`src/rtl/dmem_arbiter_pkg.sv`:
```
// Shared definitions for the data-memory arbiter.
// Holds the arbiter state encoding, the access width/sign codes that the
// core and host drive on their RW_type fields, and a width helper for the
// small cycle counters.
package dmem_arbiter_pkg;

   typedef enum logic {
      ARB_CORE_OWN = 1'b0,
      ARB_HOST_OWN = 1'b1
   } arb_state_e;

   // Load/store width codes; stores reuse the LB/LH/LW codes for SB/SH/SW.
   localparam logic [2:0] RW_LB  = 3'b000;
   localparam logic [2:0] RW_LH  = 3'b001;
   localparam logic [2:0] RW_LW  = 3'b010;
   localparam logic [2:0] RW_LBU = 3'b100;
   localparam logic [2:0] RW_LHU = 3'b101;

   // Counter width able to hold 0..max-1, never narrower than one bit.
   function automatic int unsigned cnt_width(input int unsigned max);
      return (max > 1) ? $clog2(max) : 1;
   endfunction

endpackage

```
`src/rtl/dmem_arb_starve_cnt.sv`:
```
// Small cycle counter used by the arbiter for both the host starvation
// count and the takeover beat count.
// Ports:
//   clk, reset : system clock, synchronous active-high reset
//   clr        : return the count to 0 (wins over en)
//   en         : advance the count by one
//   tc         : count currently equals MAX-1
module dmem_arb_starve_cnt
   import dmem_arbiter_pkg::*;
#(
   parameter int unsigned MAX = 8
)
(
   input  logic clk,
   input  logic reset,
   input  logic clr,
   input  logic en,
   output logic tc
);

   localparam int unsigned W    = cnt_width(MAX);
   localparam logic [W-1:0] LAST = W'(MAX - 1);

   logic [W-1:0] count;

   always_ff @(posedge clk) begin
      if (reset || clr) begin
         count <= '0;
      end else if (en) begin
         count <= count + 1'b1;
      end
   end

   assign tc = (count == LAST);

endmodule

```
`src/rtl/dmem_arbiter.sv`:
```
// Two-master data-memory arbiter between the single-cycle core and dmem.
// The core owns memory by default; the host is slipped in whenever the core
// is idle, and takes the memory over (stalling the core) after it has been
// starved for STARVE_MAX contended cycles, for at most BURST_MAX beats.
//
// Ports:
//   clk, reset                 : system clock, synchronous active-high reset
//   core_W_en/R_en/addr/RW_type/wdata -> core request; core_rdata, core_stall back
//   host_valid/we/addr/RW_type/wdata  -> host request; host_ready accepts a beat
//   host_rvalid/host_rdata     : registered read response, one cycle after accept
//   mem_W_en/R_en/addr/RW_type/din -> dmem; mem_dout <- dmem (combinational read)
//
// state        | meaning
// -------------+-------------------------------------------------------------
// ARB_CORE_OWN | core selected; host muxed in only when the core is idle
// ARB_HOST_OWN | forced takeover; host selected, core stalled if requesting
module dmem_arbiter
   import dmem_arbiter_pkg::*;
#(
   parameter int unsigned STARVE_MAX = 8,
   parameter int unsigned BURST_MAX  = 4
)
(
   input  logic        clk,
   input  logic        reset,
   input  logic        core_W_en,
   input  logic        core_R_en,
   input  logic [31:0] core_addr,
   input  logic [2:0]  core_RW_type,
   input  logic [31:0] core_wdata,
   output logic [31:0] core_rdata,
   output logic        core_stall,
   input  logic        host_valid,
   input  logic        host_we,
   input  logic [31:0] host_addr,
   input  logic [2:0]  host_RW_type,
   input  logic [31:0] host_wdata,
   output logic        host_ready,
   output logic        host_rvalid,
   output logic [31:0] host_rdata,
   output logic        mem_W_en,
   output logic        mem_R_en,
   output logic [31:0] mem_addr,
   output logic [2:0]  mem_RW_type,
   output logic [31:0] mem_din,
   input  logic [31:0] mem_dout
);

   arb_state_e state, state_nxt;

   logic core_req;
   logic contend;
   logic host_mux;
   logic host_rd_acc;
   logic starve_en, starve_clr, starve_tc;
   logic beat_en, beat_clr, beat_tc;

   assign core_req = core_W_en | core_R_en;
   assign contend  = host_valid & core_req;

   dmem_arb_starve_cnt #(.MAX(STARVE_MAX)) u_starve_cnt (
      .clk   (clk),
      .reset (reset),
      .clr   (starve_clr),
      .en    (starve_en),
      .tc    (starve_tc)
   );

   dmem_arb_starve_cnt #(.MAX(BURST_MAX)) u_beat_cnt (
      .clk   (clk),
      .reset (reset),
      .clr   (beat_clr),
      .en    (beat_en),
      .tc    (beat_tc)
   );

   // host_rdata holds its last value between reads; only rvalid pulses.
   always_ff @(posedge clk) begin
      if (reset) begin
         state       <= ARB_CORE_OWN;
         host_rvalid <= 1'b0;
         host_rdata  <= '0;
      end else begin
         state       <= state_nxt;
         host_rvalid <= host_rd_acc;
         if (host_rd_acc) begin
            host_rdata <= mem_dout;
         end
      end
   end

   always_comb begin
      state_nxt  = state;
      host_mux   = 1'b0;
      host_ready = 1'b0;
      core_stall = 1'b0;
      starve_en  = 1'b0;
      starve_clr = 1'b1;
      beat_en    = 1'b0;
      beat_clr   = 1'b1;
      unique case (state)
         ARB_CORE_OWN: begin
            host_mux   = host_valid & ~core_req;
            host_ready = host_mux;
            starve_en  = contend;
            // Clearing on terminal count restarts the next starvation window
            // from 0, which guarantees the core a cycle between takeovers.
            starve_clr = ~contend | starve_tc;
            if (contend && starve_tc) begin
               state_nxt = ARB_HOST_OWN;
            end
         end
         ARB_HOST_OWN: begin
            host_mux   = 1'b1;
            host_ready = host_valid;
            core_stall = core_req;
            beat_en    = host_valid;
            beat_clr   = ~host_valid | beat_tc;
            if (!host_valid || beat_tc) begin
               state_nxt = ARB_CORE_OWN;
            end
         end
         default: begin
            state_nxt = ARB_CORE_OWN;
         end
      endcase
      // The beat presented in a reset cycle is dropped, even mid-burst.
      if (reset) begin
         host_ready = 1'b0;
         core_stall = 1'b0;
      end
   end

   assign host_rd_acc = host_ready & ~host_we;

   assign mem_W_en    = ~reset & (host_mux ? (host_valid &  host_we) : core_W_en);
   assign mem_R_en    = ~reset & (host_mux ? (host_valid & ~host_we) : core_R_en);
   assign mem_addr    = host_mux ? host_addr    : core_addr;
   assign mem_RW_type = host_mux ? host_RW_type : core_RW_type;
   assign mem_din     = host_mux ? host_wdata   : core_wdata;
   assign core_rdata  = host_mux ? 32'h0        : mem_dout;

endmodule
```
`config.mk`:
```
export PLATFORM = sky130hd
export DESIGN_NAME = dmem_arbiter
export DESIGN_NICKNAME = d
export VERILOG_FILES = /design/src/rtl/dmem_arbiter_pkg.sv /design/src/rtl/dmem_arb_starve_cnt.sv /design/src/rtl/dmem_arbiter.sv
export SDC_FILE = /design/constraint.sdc
export NUM_CORES = 1
export LEC_CHECK = 0
export ABC_AREA = 1
export CAP_MARGIN = 20
export CORE_AREA = 8 8 114 116
export CTS_BUF_LIST = sky130_fd_sc_hd__clkbuf_8
export DETAILED_ROUTE_END_ITERATION = 8
export DIE_AREA = 0 0 122 124
export GPL_TIMING_DRIVEN = 0
export PLACE_DENSITY = 0.87
export SLEW_MARGIN = 20
export SYNTH_ARGS = -nofsm -noshare
export SYNTH_HDL_FRONTEND = slang
export SYNTH_SLANG_ARGS = --single-unit
```
`constraint.sdc`:
```
create_clock -name clk -period 2.1 [get_ports clk]
set_input_delay 0.42 -clock clk [delete_from_list [all_inputs] [get_ports clk]]
set_output_delay 0.42 -clock clk [all_outputs]
set_load 0.005 [all_outputs]
```
==> flow_metrics.env <==
export IMPL_grt_usage_pct=19.5
export IMPL_portBuffers=306
export IMPL_final_util_pct=60.1
export IMPL_end_kind="primary output"
export IMPL_grt_pass1_wl_um=23100
export IMPL_routabilityCongestion=0.849
export IMPL_slew_violations=0
export IMPL_syn_area_um2=2950
export IMPL_finClkSkew_ns=0.00698
export IMPL_cts_root_buf="clkbuf_8"
export IMPL_yosysTopAreaCell="nand2_1"
export IMPL_p_leak_nw=3.65
export IMPL_worst_slew_pin_slew_ns=0.468
export IMPL_die_y_um=124
export IMPL_syn_inst=546
export IMPL_hold_viol=0
export IMPL_path_cells="buf_2 -> nor2_4 -> nand2_8 -> nand2_8 -> buf_8 -> nand2_1 -> nand2_1 -> clkdlybuf4s50_1"
export IMPL_clkTransAtPathRegs_ns=0.08
export IMPL_ant_nets=0
export IMPL_io_pins=308
export IMPL_num_antenna_cells=0
export IMPL_fin_nets=1061
export IMPL_final_common_cell="nand2_1"
export IMPL_die_w_um=122
export IMPL_ir_worst_vdd_uv=301
export IMPL_share_comb_of_total_power_pct=41.3
export IMPL_worst_ep_required_time_ns=1.68
export IMPL_power_density_nw_per_um2=336
export IMPL_period_share_pct=99.5
export IMPL_drc=0
export IMPL_holdWs_ns=0.423
export IMPL_p_clk_share_pct=25.0
export IMPL_max_freq_ghz=0.478
export IMPL_ys_seq_area_share_pct=26.4
export IMPL_die_area_um2=15100
export IMPL_fin_crit_ns=2.09
export IMPL_cp_slowest_cell="clkdlybuf4s50_1"
export IMPL_layoutNonFillerInstCount=1030
export IMPL_antenna_found_initial=0
export IMPL_min_path_cells=1
export IMPL_pre_cts_ws_ns=-0.765
export IMPL_vias_per_cell=4.37
export IMPL_initial_utilization_pct=26.4
export IMPL_path_class="input pin to primary output"
export IMPL_hp_class="register to register"
export IMPL_setup_violations_final=0
export IMPL_intPower_mw=1.64
export IMPL_status="finished clean"
export IMPL_cp_start_kind="input pin"
export IMPL_grt_pass1_vias=4282
export IMPL_pwr_share_seq_pct=33.7
export IMPL_wirelength_um=16600
export IMPL_cp_slowest_stage_delay_ns=0.50
export IMPL_worstPathMaxFanout=6
export IMPL_rsz0062_at_grt="yes"
export IMPL_final_cell_mix="212 x nand2_1, 201 x clkdlybuf4s50_1, 101 x nand3_1"
export IMPL_dr_first_iter_drc_count=232
export IMPL_dp_final_hpwl_um=13400
export IMPL_first_pass_iters=7
export IMPL_via_count=4499
export IMPL_arrival_ns=1.67
export IMPL_syn_nets=721
export IMPL_p_sw_share_pct=27.4
export IMPL_overflow=0
export IMPL_grt_max_degree=13
export IMPL_wl_per_cell_um=16.1
export IMPL_drv_cap=0
export IMPL_r2r_cells=7
export IMPL_cts_buffers_inserted=5
export IMPL_synthTopCellsByArea="nand2_1 27%, dfxtp_1 26%, nand3_1 17%"
export IMPL_fin_ws_ns=0.0101
export IMPL_placedCellCount=995
export IMPL_yosysTopAreaCellShare_pct=26.9
export IMPL_cts_tree="built"
export IMPL_power_switching_uw=619
export IMPL_cts_sinks=39
export IMPL_row_count=39
export IMPL_worstSkewPairLatency_ns=0.28
export IMPL_yosysUniqueCellTypes=21
export IMPL_cts_buffer_depth=2
export IMPL_ys_ff_latch=39
export IMPL_cts_max_level=2
export IMPL_syn_area_per_cell_um2=5.41
export IMPL_areaGrowthSynthToFinish_pct=127
export IMPL_drive_gt1_share_pct=11.0
export IMPL_relSlewSlack_pct=68.8
export IMPL_ys_warn_count=0
export IMPL_core_area_um2=11200
==> logic make-up (layout without fill, tap and decap cells) <==
kind of cell               Yosys count  count (layout)  synth area share, %
AOI/OAI and AO/OA                    3               3                0.508
adders and majority gates            3               3                 1.27
buffers and inverters              108             448                 15.9
DFF                                 39              39                 26.4
and+or+nand+nor                    393             394                 55.8
==> through the flow <==
| stage | setup TNS (ns) | total power [mW] | cell area, µm² |
|---|---|---|---|
| CTS | -4.05 | 2.28 | 6460 |
| floorplan | 0 | 1.02 | 2950 |
| global placement | -62.34 | 1.73 | 6190 |
| global route | -0.0705 | 2.38 | 6720 |
| finish | 0 | 2.26 | 6720 |
| detailed placement | -62.95 | 1.74 | 6190 |
==> worst max-delay path, delay by kind of cell <==
kind / cells / cell delay (ns)
and+or+nand+nor: 5 / 0.49
buffers and inverters: 3 / 0.75
==> power groups by stage <==
stage                     clock network, mW  logic (mW)  registers, mW
after floorplan                           0       0.244          0.780
after global placement                    0       0.951          0.778
after detailed placement                  0       0.957          0.779
after CTS                             0.588       0.931          0.761
after global routing                  0.614        1.01          0.762
final                                 0.565       0.933          0.761
==> per-layer routing <==
layer	wire length, µm	vias to the layer above	global-route usage [%]
li1	-	2330	-
met5	0	-	0
met2	8870	201	37.1
met1	5800	1954	19.4
met4	211	0	4.63
met3	1670	14	7.57
==> timing repair <==
action / 4_1_cts / 5_1_grt
pin swaps: 5 / 3
hold buffers: 0 / 0
cloned: 2 / 1
resized for setup: 138 / 91
setup endpoints to repair: 103 / 46
buffers inserted: 9 / 16
==> state kept, by name, summed over array words and instances, names as in the netlist <==
name	cells
host_rdata	32
state	1
u_starve_cnt.count	3
u_beat_cnt.count	2
host_rvalid	1
==> Yosys cell counts (all sizes together) <==
master and number:
clkinv 1, nor3 2, nor2 69, inv 70
buf 27, dfxtp 39, nand3 105, ha 3
clkbuf 10, o21ai 2, or2 1, a21oi 1
nand2 216
==> final cells by class <==
cell class / count / area, µm²
fillers: 1036 / 4460
repair buffers: 332 / 3250
multi-input cells: 400 / 1760
flip-flops and latches: 39 / 785
plain buffers: 36 / 352
inverters: 71 / 280
well taps: 143 / 179
clock buffers: 7 / 96.3
clock inverters: 1 / 7.51
repair inverters: 1 / 7.51
==> final timing paths <==
kind	from	slack [ns]	to
worst max-delay path	core_R_en	0.01	mem_addr[27]
worst min-delay path	u_beat_cnt.count[0]	0.42	u_beat_cnt.count[0]
worst max register to register	state	0.74	host_rdata[18]
worst min register to register	u_beat_cnt.count[0]	0.42	u_beat_cnt.count[0]
Note: power is estimated with default switching activity, not from simulation.
